**config.mk**
```make
export PLATFORM = sky130hd
export DESIGN_NAME = move_replay_sequencer
export DESIGN_NICKNAME = d
export VERILOG_FILES = /design/src/rtl/puzzle_pkg.sv /design/src/rtl/move_replay_sequencer_move_stack.sv /design/src/rtl/move_replay_sequencer.sv
export SDC_FILE = /design/constraint.sdc
export NUM_CORES = 1
export LEC_CHECK = 0
export BUFFER_PORTS_ARGS = -buffer_cell sky130_fd_sc_hd__buf_4
export CAP_MARGIN = 30
export CORE_ASPECT_RATIO = 0.8
export CORE_UTILIZATION = 60
export CTS_BUF_LIST = sky130_fd_sc_hd__clkbuf_16
export CTS_CLUSTER_SIZE = 14
export DETAILED_ROUTE_END_ITERATION = 7
export GPL_TIMING_DRIVEN = 0
export PLACE_DENSITY = 0.77
export SYNTH_ARGS = -nofsm -noshare
export SYNTH_HDL_FRONTEND = slang
export SYNTH_SLANG_ARGS = --single-unit
```
**constraint.sdc**
```tcl
create_clock -name clk -period 8 [get_ports clk]
set_clock_uncertainty 0.2 [all_clocks]
set_input_delay 1.6 -clock clk [delete_from_list [all_inputs] [get_ports clk]]
set_output_delay 1.6 -clock clk [all_outputs]
set_load 0.01 [all_outputs]
```
**src/rtl/puzzle_pkg.sv**
```systemverilog
// Shared types for the x-cell puzzle: move entry layout, replay FSM states and
// one-hot/index helpers used by move_replay_sequencer and move_stack.
package puzzle_pkg;

  localparam int GRID_N = 4;
  localparam int IDX_W  = 2;
  localparam int MV_W   = 4;

  // Bit positions inside a stored move {nrow, idx[1:0], addn}
  localparam int MV_NROW = 3;
  localparam int MV_IDX  = 1;
  localparam int MV_ADDN = 0;

  typedef struct packed {
    logic             nrow;
    logic [IDX_W-1:0] idx;
    logic             addn;
  } move_t;

  typedef enum logic [2:0] {
    S_IDLE  = 3'd0,
    S_SETUP = 3'd1,
    S_FIRE  = 3'd2,
    S_GAP   = 3'd3,
    S_DONE  = 3'd4
  } state_t;

  function automatic logic is_onehot(input logic [GRID_N-1:0] v);
    return (v != '0) && ((v & (v - GRID_N'(1))) == '0);
  endfunction

  function automatic logic [IDX_W-1:0] onehot_to_idx(input logic [GRID_N-1:0] v);
    logic [IDX_W-1:0] idx;
    idx = '0;
    for (int i = 0; i < GRID_N; i++) begin
      if (v[i]) idx = IDX_W'(i);
    end
    return idx;
  endfunction

  function automatic logic [GRID_N-1:0] idx_to_onehot(input logic [IDX_W-1:0] idx);
    return GRID_N'(1) << idx;
  endfunction

endpackage

```
**src/rtl/move_replay_sequencer_move_stack.sv**
```systemverilog
// Synchronous LIFO of recorded moves. Callers must not push and pop in the same
// cycle; a push while full or a pop while empty leaves the stack unchanged.
module move_stack
  import puzzle_pkg::*;
#(
  parameter  int DEPTH   = 64,
  localparam int DEPTH_W = $clog2(DEPTH)
) (
  input  logic             clk,
  input  logic             reset,
  input  logic             push,
  input  logic             pop,
  input  move_t            push_data,
  output move_t            top,
  output logic [DEPTH_W:0] depth,
  output logic             full,
  output logic             empty
);

  localparam logic [DEPTH_W:0] FULL_CNT = DEPTH[DEPTH_W:0];

  move_t              mem [DEPTH];
  logic [DEPTH_W-1:0] wr_idx;
  logic [DEPTH_W-1:0] top_idx;

  assign wr_idx  = depth[DEPTH_W-1:0];
  assign top_idx = wr_idx - DEPTH_W'(1);
  assign top     = mem[top_idx];
  assign full    = (depth == FULL_CNT);
  assign empty   = (depth == '0);

  // Storage is not reset: depth alone defines which entries are valid.
  always_ff @(posedge clk) begin
    if (push && !full) mem[wr_idx] <= push_data;
  end

  always_ff @(posedge clk) begin
    if (reset) begin
      depth <= '0;
    end else if (push && !full) begin
      depth <= depth + (DEPTH_W+1)'(1);
    end else if (pop && !empty) begin
      depth <= depth - (DEPTH_W+1)'(1);
    end
  end

endmodule

```
**src/rtl/move_replay_sequencer.sv**
```systemverilog
// Records legal player moves and replays them in reverse with add_n inverted.
// Optional MOVE_REPLAY_UNDO_EN adds undo_req to reverse only the latest move.
//
// Handshake: in_fire, solve_req (and undo_req) are single-cycle strobes sampled
// only in IDLE; fire and done are single-cycle pulses; busy covers SETUP..DONE.
module move_replay_sequencer
  import puzzle_pkg::*;
#(
  parameter  int DEPTH   = 64,
  parameter  int PACE    = 1_000_000,
  localparam int DEPTH_W = $clog2(DEPTH)
) (
  input  logic              clk,
  input  logic              reset,
  input  logic              in_fire,
  input  logic              in_nrow,
  input  logic [GRID_N-1:0] in_sel,
  input  logic              in_addn,
  input  logic              solve_req,
`ifdef MOVE_REPLAY_UNDO_EN
  input  logic              undo_req,
`endif
  output logic [GRID_N-1:0] row,
  output logic [GRID_N-1:0] col,
  output logic              add_n,
  output logic              fire,
  output logic              busy,
  output logic              done,
  output logic [DEPTH_W:0]  depth,
  output logic              overflow,
  output state_t            state
);

  localparam int PACE_W = $clog2(PACE + 1);

  state_t             state_q, state_d;
  move_t              top_entry, cur_q, push_entry;
  logic               stack_full, stack_empty;
  logic               push, pop, drop_full;
  logic               undo_go, undo_q;
  logic [PACE_W-1:0]  pace_q;

`ifdef MOVE_REPLAY_UNDO_EN
  assign undo_go = undo_req;
`else
  assign undo_go = 1'b0;
`endif

  assign push_entry = '{nrow: in_nrow, idx: onehot_to_idx(in_sel), addn: in_addn};
  assign state      = state_q;

  move_stack #(.DEPTH(DEPTH)) u_stack (
    .clk       (clk),
    .reset     (reset),
    .push      (push),
    .pop       (pop),
    .push_data (push_entry),
    .top       (top_entry),
    .depth     (depth),
    .full      (stack_full),
    .empty     (stack_empty)
  );

  always_comb begin
    state_d   = state_q;
    push      = 1'b0;
    pop       = 1'b0;
    drop_full = 1'b0;
    case (state_q)
      S_IDLE: begin
        // A request wins over a same-cycle fire; that fire is discarded.
        if (solve_req) begin
          state_d = stack_empty ? S_DONE : S_SETUP;
        end else if (undo_go && !stack_empty) begin
          state_d = S_SETUP;
        end else if (in_fire && is_onehot(in_sel)) begin
          push      = !stack_full;
          drop_full = stack_full;
        end
      end
      S_SETUP: state_d = S_FIRE;
      S_FIRE: begin
        pop     = 1'b1;
        state_d = S_GAP;
      end
      S_GAP: begin
        if (pace_q == PACE_W'(PACE - 1)) begin
          state_d = (undo_q || stack_empty) ? S_DONE : S_SETUP;
        end
      end
      S_DONE:  state_d = S_IDLE;
      default: state_d = S_IDLE;
    endcase
  end

  always_comb begin
    row   = '0;
    col   = '0;
    add_n = 1'b0;
    if (state_q == S_SETUP || state_q == S_FIRE || state_q == S_GAP) begin
      if (cur_q.nrow) col = idx_to_onehot(cur_q.idx);
      else            row = idx_to_onehot(cur_q.idx);
      add_n = ~cur_q.addn;
    end
  end

  assign fire = (state_q == S_FIRE);
  assign busy = (state_q != S_IDLE);
  assign done = (state_q == S_DONE);

  always_ff @(posedge clk) begin
    if (reset) begin
      state_q  <= S_IDLE;
      cur_q    <= '0;
      pace_q   <= '0;
      undo_q   <= 1'b0;
      overflow <= 1'b0;
    end else begin
      state_q <= state_d;
      // Latch the move being replayed; the stack top moves on after the pop.
      if (state_d == S_SETUP) cur_q <= top_entry;
      if (state_q == S_FIRE)     pace_q <= '0;
      else if (state_q == S_GAP) pace_q <= pace_q + PACE_W'(1);
      if (state_q == S_IDLE) undo_q <= undo_go && !solve_req;
      if (drop_full)             overflow <= 1'b1;
      else if (state_q == S_DONE) overflow <= 1'b0;
    end
  end

endmodule

```
==> results of run 1 <==
-- cell usage after synthesis (9+ instances only) --
cell type    n  area [um2]
nor3_1      11        55.1
buf_2       10        50.1
clkbuf_1    12        45.0
xor2_1       9        78.8
nor2_1     103         387
nand2_1     33         124
nand3_1     20         100
mux2i_1     22         220
xnor2_1     18         158
inv_1       12        45.0
o21ai_0     12        60.1
a21oi_1     11        55.1
dfxtp_1     35         701
mux4_2      68        1530
edfxtp_1   256        7690
-- tightest hold or removal path: cells and delay by family (launching register included) --
family,cells,cell delay [ns]
compound gates,1,0.05
simple gates,1,0.06
flops,1,0.33
-- report_power, final --
part	internal (uW)	switching [uW]	leakage, uW
logic	519	729	0.00145
clock network	706	530	0.000422
registers	1670	24.9	0.00257
-- per-layer routing --
metal  up-vias  wire length, um  share of wire  track usage
met4         0              685          0.026       0.0832
li1       3066                -              -            -
met3        52             2460          0.092       0.0547
met5         -                0              0            0
met1      3520            11500           0.43        0.394
met2       369            12100           0.45        0.410
-- area by class of cell --
| cell class | instances | area share |
|---|---|---|
| multi-input cells | 411 | 0.265 |
| plain buffers | 39 | 0.0151 |
| well taps | 264 | 0.0240 |
| clock buffers | 27 | 0.0492 |
| flip-flops and latches | 291 | 0.611 |
| repair buffers | 34 | 0.0204 |
| inverters | 13 | 0.00355 |
| clock inverters | 19 | 0.0119 |
-- metrics by stage --
stage	hold slack (ns)	area, um2	setup WS (ns)	util	instances
final	0.286	13700	2.89	0.688	1098
after detailed placement	0.278	12900	2.94	0.646	1052
after floorplan	0.237	12300	3.56	-	754
after CTS	0.286	13700	2.91	0.688	1098
after global routing	0.318	13700	2.51	0.688	1098
after global placement	0.262	12900	3.03	0.644	1050
-- flip-flops by register name, summed over array words and instances (netlist names) --
name	flops
u_stack.mem	256
pace_q	20
u_stack.depth	7
cur_q	4
state	3
overflow	1
-- cells by family after synthesis --
group,synth area share
xor gates and xnor gates,0.0215
muxes,0.143
AOI/OAI and AO/OA,0.0308
DFF,0.683
and+or+nand+nor,0.0920
adders and majority gates,0.00876
buffers and inverters,0.0209
-- final timing paths --
path                                               startpoint                            end  slack [ns]  depth (start not counted)
worst max register to register  u_stack.depth[0]$_SDFFE_PP0P_  u_stack.depth[6]$_SDFFE_PP0P_        2.89                         18
worst max-delay path            u_stack.depth[0]$_SDFFE_PP0P_  u_stack.depth[6]$_SDFFE_PP0P_        2.89                         18
worst min register to register         pace_q[1]$_SDFFE_PP0P_         pace_q[1]$_SDFFE_PP0P_        0.29                          2
worst min-delay path                   pace_q[1]$_SDFFE_PP0P_         pace_q[1]$_SDFFE_PP0P_        0.29                          2
==> run metrics, run 1 <==
status=completed; relative slew slack=0.286; GP Congestion=0.887; commonest non-fill, non-tap cell in the layout=edfxtp_1; die area=0.0211 mm2; area occupied by multi-input gates=0.00364 mm2; global route total overflow=0; diode count=0; WP data required=8.23 ns; drt drc=0; register area=0.00839 mm2; RSZ-0062 raised after global routing=false; syn nets=772; detailed-route via count=7,007; final net count=835; routed wire length=26.8 mm; I/O pin count=33; Post-synth EDFFs=256; total CTS buffers=27; Synth Instances=754; Post-DP HPWL=17.9 mm; flops & latches, synth=291; initial core utilization=0.615; vias in the first global route=6,983; Synthesis Warnings=0; Final Hold Viols=0; Critical Path AT=5.34 ns; Rows=46; CP top delay family=buffers and inverters; core area=0.0200 mm2; TritonCTS Sinks=291; post-CTS sizing=0; pwr/cell area=304 mW/mm2; Bufs and invs on worst path=7; largest net degree at the start of global routing=65; post-CTS setup buffers=0; first-pass GRT wire length=41.1 mm; initial DRC count=811; Clock Path Buffers=3; CTS root buf=clkbuf_16; worst hold path class=register to register; overall power=4180 uW; critical path cell sequence=buf_6 > buf_4 > buf_4 > inv_1 > buf_2 > ha_1 > buf_4 > or3b_2 > nor4_4 > a211oi_4 > inv_2 > fa_1 > a21o_1 > a21oi_1 > o21bai_1 > a21oi_1 > mux2i_1 > mux2_2; initial antenna violation count=0; WL per Instance=24.4 um; Netlist cell types=63; final worst-path cycle share=0.639; Worst path slowest cell=a211oi_4; Seq/Total Area, Yosys=0.683; drt pass-1 iters=5; routed vias/inst=6.38; synthesized area per cell=16.3 um2; cts hold-fix bufs=0; CTS clk-pin slew, worst paths=0.07 ns; Max Cap Viol=0; cell area after synthesis=0.0123 mm2; FFs w/ async S/R, synth=0; Top cell by count, worst path=buf_4; DIE HEIGHT=130 um; port bufs=32; highest-count cells in the layout ignoring fill and taps=256 x edfxtp_1, 103 x nor2_1, 68 x mux4_2; ANT nets after route=0; Die X=162 um; Leak=0.00444 uW; Final setup viols=0; share of cells above drive strength 1=0.215; critical path's largest stage delay=0.45 ns; CP Launch Type=register; Critical Path Sink Type=register; # fillers=1,274; area grow syn2layout=11.8%; Synth Flop Type=edfxtp_1; Total Routing Usage GR=0.268; setup TNS=0 ns; Clock Latency Late Sink=0.54 ns; fin crit period=5.11 ns; critical setup path kind=register to register; maximum vdd drop=0.205 mV; final slew viol count=0; worst-path maximum fanout=10; worst slew pin tran=1.06 ns; CTS tree=done; FMAX=196 MHz; CTS H-tree depth=1
Power figures use the tool's default switching activity.
==> run 2: changes to the inputs <==
Settings changed: ABC_AREA set to 1.
Clock period 8 ns to 5.15 ns, I/O delays scaled along.
==> run metrics, run 2 <==
CTS clk-pin slew, worst paths=0.06 ns (was 0.07 ns); FF-to-FF path depth=16 (was 18); WL per Instance=20.8 um (was 24.4 um); critical path cell sequence=buf_2 > inv_1 > buf_2 > buf_2 > ha_1 > buf_2 > buf_1 > nor2_1 > o21ai_0 > nand3_1 > nand3_1 > nand3_1 > nand3_1 > nand3_1 > nand2_1 > inv_1 (was buf_6 > buf_4 > buf_4 > inv_1 > buf_2 > ha_1 > buf_4 > or3b_2 > nor4_4 > a211oi_4 > inv_2 > fa_1 > a21o_1 > a21oi_1 > o21bai_1 > a21oi_1 > mux2i_1 > mux2_2); area grow syn2layout=11.5% (was 11.8%); flops & latches, synth=291 (unchanged); Clock Path Buffers=3 (unchanged); FFs w/ async S/R, synth=0 (unchanged); highest-count cells in the layout ignoring fill and taps=422 x nand2_1, 256 x edfxtp_1, 181 x nand3_1 (was 256 x edfxtp_1, 103 x nor2_1, 68 x mux4_2); RSZ-0062 raised after global routing=false (unchanged); FMAX=257 MHz (was 196 MHz); Worst R2R Start=u_stack.depth[0]$_SDFFE_PP0P_ (unchanged); setup TNS=0 ns (unchanged); flop2flop setup slack=1.26 ns (was 2.89 ns); Post-DP HPWL=24.0 mm (was 17.9 mm); detailed-route via count=10,100 (was 7,007); final net count=1,433 (was 835); Total Routing Usage GR=0.322 (was 0.268); cts hold-fix bufs=0 (unchanged); Die X=167 um (was 162 um); Netlist cell types=34 (was 63); WP data required=5.39 ns (was 8.23 ns); Crit. Startpoint=u_stack.depth[0]$_SDFFE_PP0P_ (unchanged); Finished Core Util=0.692 (was 0.688); WHS Path Cells=2 (unchanged); Leak=0.00571 uW (was 0.00444 uW); status=completed (unchanged); vias in the first global route=9,237 (was 6,983); Synth Flop Type=edfxtp_1 (unchanged); CP Launch Type=register (unchanged); Synth top cells by count=424 x nand2_1, 256 x edfxtp_1, 181 x nand3_1 (was 256 x edfxtp_1, 103 x nor2_1, 68 x mux4_2); initial core utilization=0.621 (was 0.615); final setup margin=1.26 ns (was 2.89 ns); Synth Instances=1,351 (was 754); DP Area=0.0137 mm2 (was 0.0129 mm2); Top cell by count, worst path=nand3_1 (was buf_4); initial DRC count=1,533 (was 811); critical path's largest stage delay=0.56 ns (was 0.45 ns); core area=0.0210 mm2 (was 0.0200 mm2); I/O pin count=33 (unchanged); routed wire length=35.5 mm (was 26.8 mm); post-synth top area share=0.590 (was 0.626); Final Hold Viols=0 (unchanged); post-CTS sizing=0 (unchanged); initial antenna violation count=0 (unchanged); Bufs and invs on worst path=7 (unchanged); Critical Path Sink Type=register (unchanged); CTS tree=done (unchanged); switching share of power=0.368 (was 0.307); maximum vdd drop=0.282 mV (was 0.205 mV); drt drc=0 (unchanged); clock power share=0.286 (was 0.295); Critical Path AT=4.14 ns (was 5.34 ns); synthesized area per cell=9.65 um2 (was 16.3 um2); TritonCTS Sinks=291 (unchanged); port bufs=32 (unchanged); leading area contributor after synthesis=edfxtp_1 (unchanged); Internal Power=4370 uW (was 2900 uW); relative slew slack=0.423 (was 0.286); cell area after synthesis=0.0130 mm2 (was 0.0123 mm2); Max Cap Viol=0 (unchanged); Worst R2R End=cur_q[0]$_SDFFE_PP0N_ (was u_stack.depth[6]$_SDFFE_PP0P_); largest net degree at the start of global routing=65 (unchanged); largest register by flop count=u_stack.mem (unchanged); ANT nets after route=0 (unchanged); total CTS buffers=28 (was 27); final slew viol count=0 (unchanged); drt pass-1 iters=6 (was 5); Final setup viols=0 (unchanged); diode count=0 (unchanged); fin area=0.0145 mm2 (was 0.0137 mm2); post-CTS setup buffers=0 (unchanged); CP top delay family=buffers and inverters (unchanged); commonest non-fill, non-tap cell in the layout=nand2_1 (was edfxtp_1); Levels on crit path=16 (was 18); destination of the critical timing path=cur_q[0]$_SDFFE_PP0N_ (was u_stack.depth[6]$_SDFFE_PP0P_); most frequent cell after synthesis=nand2_1 (was edfxtp_1); share of cells above drive strength 1=0.0953 (was 0.215); CTS H-tree depth=1 (unchanged); final worst-path cycle share=0.756 (was 0.639); Seq/Total Area, Yosys=0.643 (was 0.683); CTS root buf=clkbuf_16 (unchanged); GP Congestion=1.01 (was 0.887); Synthesis Warnings=0 (unchanged); Setup WS pre-CTS=1.27 ns (was 2.94 ns); Worst path slowest cell=buf_1 (was a211oi_4); syn nets=1,369 (was 772); sequential power share=0.382 (was 0.406); Post-synth EDFFs=256 (unchanged); max reg flops=256 (unchanged); die area=0.0223 mm2 (was 0.0211 mm2); worst-path maximum fanout=10 (unchanged); DIE HEIGHT=134 um (was 130 um); overall power=6920 uW (was 4180 uW); largest registers=u_stack.mem x256, pace_q x20, u_stack.depth x7 (unchanged); critical setup path kind=register to register (unchanged); Gate power share=0.332 (was 0.298); global route total overflow=0 (unchanged); Clock Latency Late Sink=0.55 ns (was 0.54 ns); routed vias/inst=5.92 (was 6.38); NetSw=2540 uW (was 1280 uW); worst slew pin tran=0.865 ns (was 1.06 ns); worst hold path class=register to register (unchanged); first-pass GRT wire length=53.1 mm (was 41.1 mm); Synth area leaders=edfxtp_1 59%, nand2_1 12%, nand3_1 6.9% (was edfxtp_1 63%, mux4_2 12%, dfxtp_1 5.7%); fin crit period=3.89 ns (was 5.11 ns); Rows=47 (was 46); pwr/cell area=476 mW/mm2 (was 304 mW/mm2)
[run 2: changes by cell type in the layout (fill, tap and decap cells not counted), moves of 22 or more]
cell / change
mux2i_1: -22
nor2_1: +46
o21ai_0: +30
mux4_2: -68
nand2_1: +389
nand3_1: +161
inv_1: +107
[run 2: area by class of cell]
type | instances | area [um2]
tap | 269 | 337
buffer | 54 | 269
multi-input combinational | 887 | 3940
clock inverter | 23 | 151
inverter | 119 | 447
fill | 1606 | 6460
clock buffer | 29 | 726
timing repair buffer | 34 | 280
sequential | 291 | 8390
[run 2: cell families (layout without fill, tap and decap cells)]
family,count (synthesis),count (layout),synth area share
DFF,291,291,0.643
buffers and inverters,173,259,0.0549
xor gates and xnor gates,8,8,0.00595
adders and majority gates,8,8,0.00825
and+or+nand+nor,792,792,0.256
AOI/OAI and AO/OA,79,79,0.0310
[run 2: metrics by stage]
step	hold WS, ns	instances
after floorplan	0.250	1351
after global placement	0.255	1652
after detailed placement	0.273	1654
after CTS	0.284	1706
after global routing	0.303	1706
final	0.285	1706
[run 2: power groups by stage]
stage	sequential, uW	combinational (uW)	clock, uW
floorplan	2700	1400	0
global placement	2700	2170	0
detailed placement	2690	2200	0
CTS	2640	2210	1980
global route	2650	2430	2070
finish	2640	2300	1980
[run 2: routing by layer]
| metal | track usage | vias up | part of all wire |
|---|---|---|---|
| met3 | 0.0693 | 104 | 0.13 |
| met1 | 0.473 | 4701 | 0.41 |
| met5 | 0 | - | 0 |
| met4 | 0.105 | 0 | 0.034 |
| li1 | - | 4634 | - |
| met2 | 0.482 | 655 | 0.43 |
[run 2: worst min-delay path by stage]
stage                                          to               startpoint  slack, ns
after floorplan           pace_q[17]$_SDFFE_PP0P_  pace_q[17]$_SDFFE_PP0P_       0.25
after global placement      overflow$_SDFFE_PP0P_    overflow$_SDFFE_PP0P_       0.26
after detailed placement  pace_q[19]$_SDFFE_PP0P_  pace_q[19]$_SDFFE_PP0P_       0.27
after CTS                 pace_q[19]$_SDFFE_PP0P_  pace_q[19]$_SDFFE_PP0P_       0.28
after global routing      pace_q[19]$_SDFFE_PP0P_  pace_q[19]$_SDFFE_PP0P_       0.30
final                       overflow$_SDFFE_PP0P_    overflow$_SDFFE_PP0P_       0.29
[run 2: tightest hold or removal path: stages, from the launching register on]
cell     delay (ns)
dfxtp_1        0.31
nand2_1        0.07
a21oi_1        0.06
==> run 3: changes to the inputs <==
Clock period 5.15 ns to 3.8 ns, I/O delays scaled along.
==> run metrics, run 3 (synthesis gave the netlist of run 2 again) <==
status=completed (unchanged); WP data required=4.03 ns (was 5.39 ns); WL per Instance=20.9 um (was 20.8 um); diode count=0 (unchanged); I/O pin count=33 (unchanged); TritonCTS Sinks=291 (unchanged); Max Cap Viol=0 (unchanged); initial core utilization=0.621 (unchanged); CTS H-tree depth=1 (unchanged); CTS tree=done (unchanged); Clock Latency Late Sink=0.55 ns (about the same); FMAX=270 MHz (was 257 MHz); highest-count cells in the layout ignoring fill and taps=422 x nand2_1, 256 x edfxtp_1, 181 x nand3_1 (unchanged); max reg flops=256 (unchanged); maximum vdd drop=0.392 mV (was 0.282 mV); CTS clk-pin slew, worst paths=0.06 ns (about the same); drt pass-1 iters=7 (was 6); global route total overflow=0 (unchanged); Leak=0.00573 uW (was 0.00571 uW); area grow syn2layout=11.7% (was 11.5%); routed wire length=35.7 mm (was 35.5 mm); final slew viol count=0 (unchanged); largest registers=u_stack.mem x256, pace_q x20, u_stack.depth x7 (unchanged); Die X=167 um (unchanged); DIE HEIGHT=134 um (unchanged); largest register by flop count=u_stack.mem (unchanged); worst slew pin tran=0.857 ns (was 0.865 ns); share of cells above drive strength 1=0.0979 (was 0.0953); final net count=1,436 (was 1,433); first-pass GRT wire length=53.1 mm (unchanged); total CTS buffers=28 (unchanged); Post-DP HPWL=24.0 mm (unchanged); routed vias/inst=5.92 (about the same); RSZ-0062 raised after global routing=false (unchanged); critical setup path kind=register to register (unchanged); worst hold path class=primary input to register (was register to register); largest net degree at the start of global routing=65 (unchanged); overall power=9380 uW (was 6920 uW); Rows=47 (unchanged); initial antenna violation count=0 (unchanged); worst-path maximum fanout=10 (unchanged); die area=0.0223 mm2 (unchanged); CTS root buf=clkbuf_16 (unchanged); setup TNS=0 ns (unchanged); CP Launch Type=register (unchanged); Total Routing Usage GR=0.322 (unchanged); core area=0.0210 mm2 (unchanged); final worst-path cycle share=0.973 (was 0.756); initial DRC count=1,467 (was 1,533); Final setup viols=0 (unchanged); GP Congestion=1.01 (unchanged); pwr/cell area=644 mW/mm2 (was 476 mW/mm2); drt drc=0 (unchanged); fin crit period=3.70 ns (was 3.89 ns); Critical Path Sink Type=register (unchanged); ANT nets after route=0 (unchanged); vias in the first global route=9,237 (unchanged); commonest non-fill, non-tap cell in the layout=nand2_1 (unchanged); Critical Path AT=3.93 ns (was 4.14 ns); detailed-route via count=10,100 (about the same); port bufs=32 (unchanged); relative slew slack=0.429 (was 0.423); Final Hold Viols=0 (unchanged); Clock Path Buffers=3 (unchanged)
run 3: cell type report:
class / instances / area, um2
Buffer: 54 / 277
Clock buffer: 29 / 726
Clock inverter: 23 / 151
Fill cell: 1601 / 6430
Inverter: 119 / 447
Multi-Input combinational cell: 887 / 3940
Sequential cell: 291 / 8390
Tap cell: 269 / 337
Timing Repair Buffer: 37 / 303
run 3: worst max-delay path, stage by stage, from the launching register on:
cell and delay (ns):
dfxtp_1 0.41, buf_2 0.28, inv_1 0.13, buf_2 0.21, buf_6 0.19, ha_1 0.35, inv_2 0.20, clkbuf_1 0.57
nor2_1 0.13, o21ai_0 0.16, nand3_1 0.16, nand3_1 0.12, nand3_1 0.10, nand3_1 0.10, nand3_1 0.12, nand2_1 0.09
inv_1 0.03
run 3: where the power goes:
part	switching (uW)	internal (uW)
combinational	2220	895
clock	1180	1510
sequential	55.8	3530
run 3: path summary, 6_finish.rpt:
path	endpoint	depth (start not counted)	startpoint	slack (ns)
worst max-delay path	cur_q[1]$_SDFFE_PP0N_	16	u_stack.depth[0]$_SDFFE_PP0P_	0.10
worst min-delay path	state[1]$_SDFF_PP0_	2	reset	0.23
worst max register to register	cur_q[1]$_SDFFE_PP0N_	16	u_stack.depth[0]$_SDFFE_PP0P_	0.10
worst min register to register	overflow$_SDFFE_PP0P_	2	overflow$_SDFFE_PP0P_	0.28
run 3: layer usage:
| layer | global-route usage | part of all wire | vias up |
|---|---|---|---|
| li1 | - | - | 4641 |
| met3 | 0.0693 | 0.14 | 82 |
| met5 | 0 | 0 | - |
| met4 | 0.105 | 0.030 | 0 |
| met1 | 0.473 | 0.40 | 4727 |
| met2 | 0.482 | 0.43 | 667 |
run 3: per-stage QoR:
step                 util  std cells  hold WS (ns)  area [um2]  worst slack (ns)
floorplan               -       1351         0.250       13000             0.264
global placement    0.648       1652         0.255       13600            -0.927
detailed placement  0.651       1654         0.273       13700             0.131
CTS                 0.692       1706         0.226       14500             0.101
global route        0.694       1709         0.238       14600            0.0108
finish              0.694       1709         0.230       14600             0.102
run 3: repair_timing:
item / 4_1_cts / 5_1_grt
hold endpoints to repair: 0 / 0
endpoints found under the setup margin: 0 / 10
setup buffers: 0 / 3
hold buffers: 0 / 0
resized for setup: 0 / 4
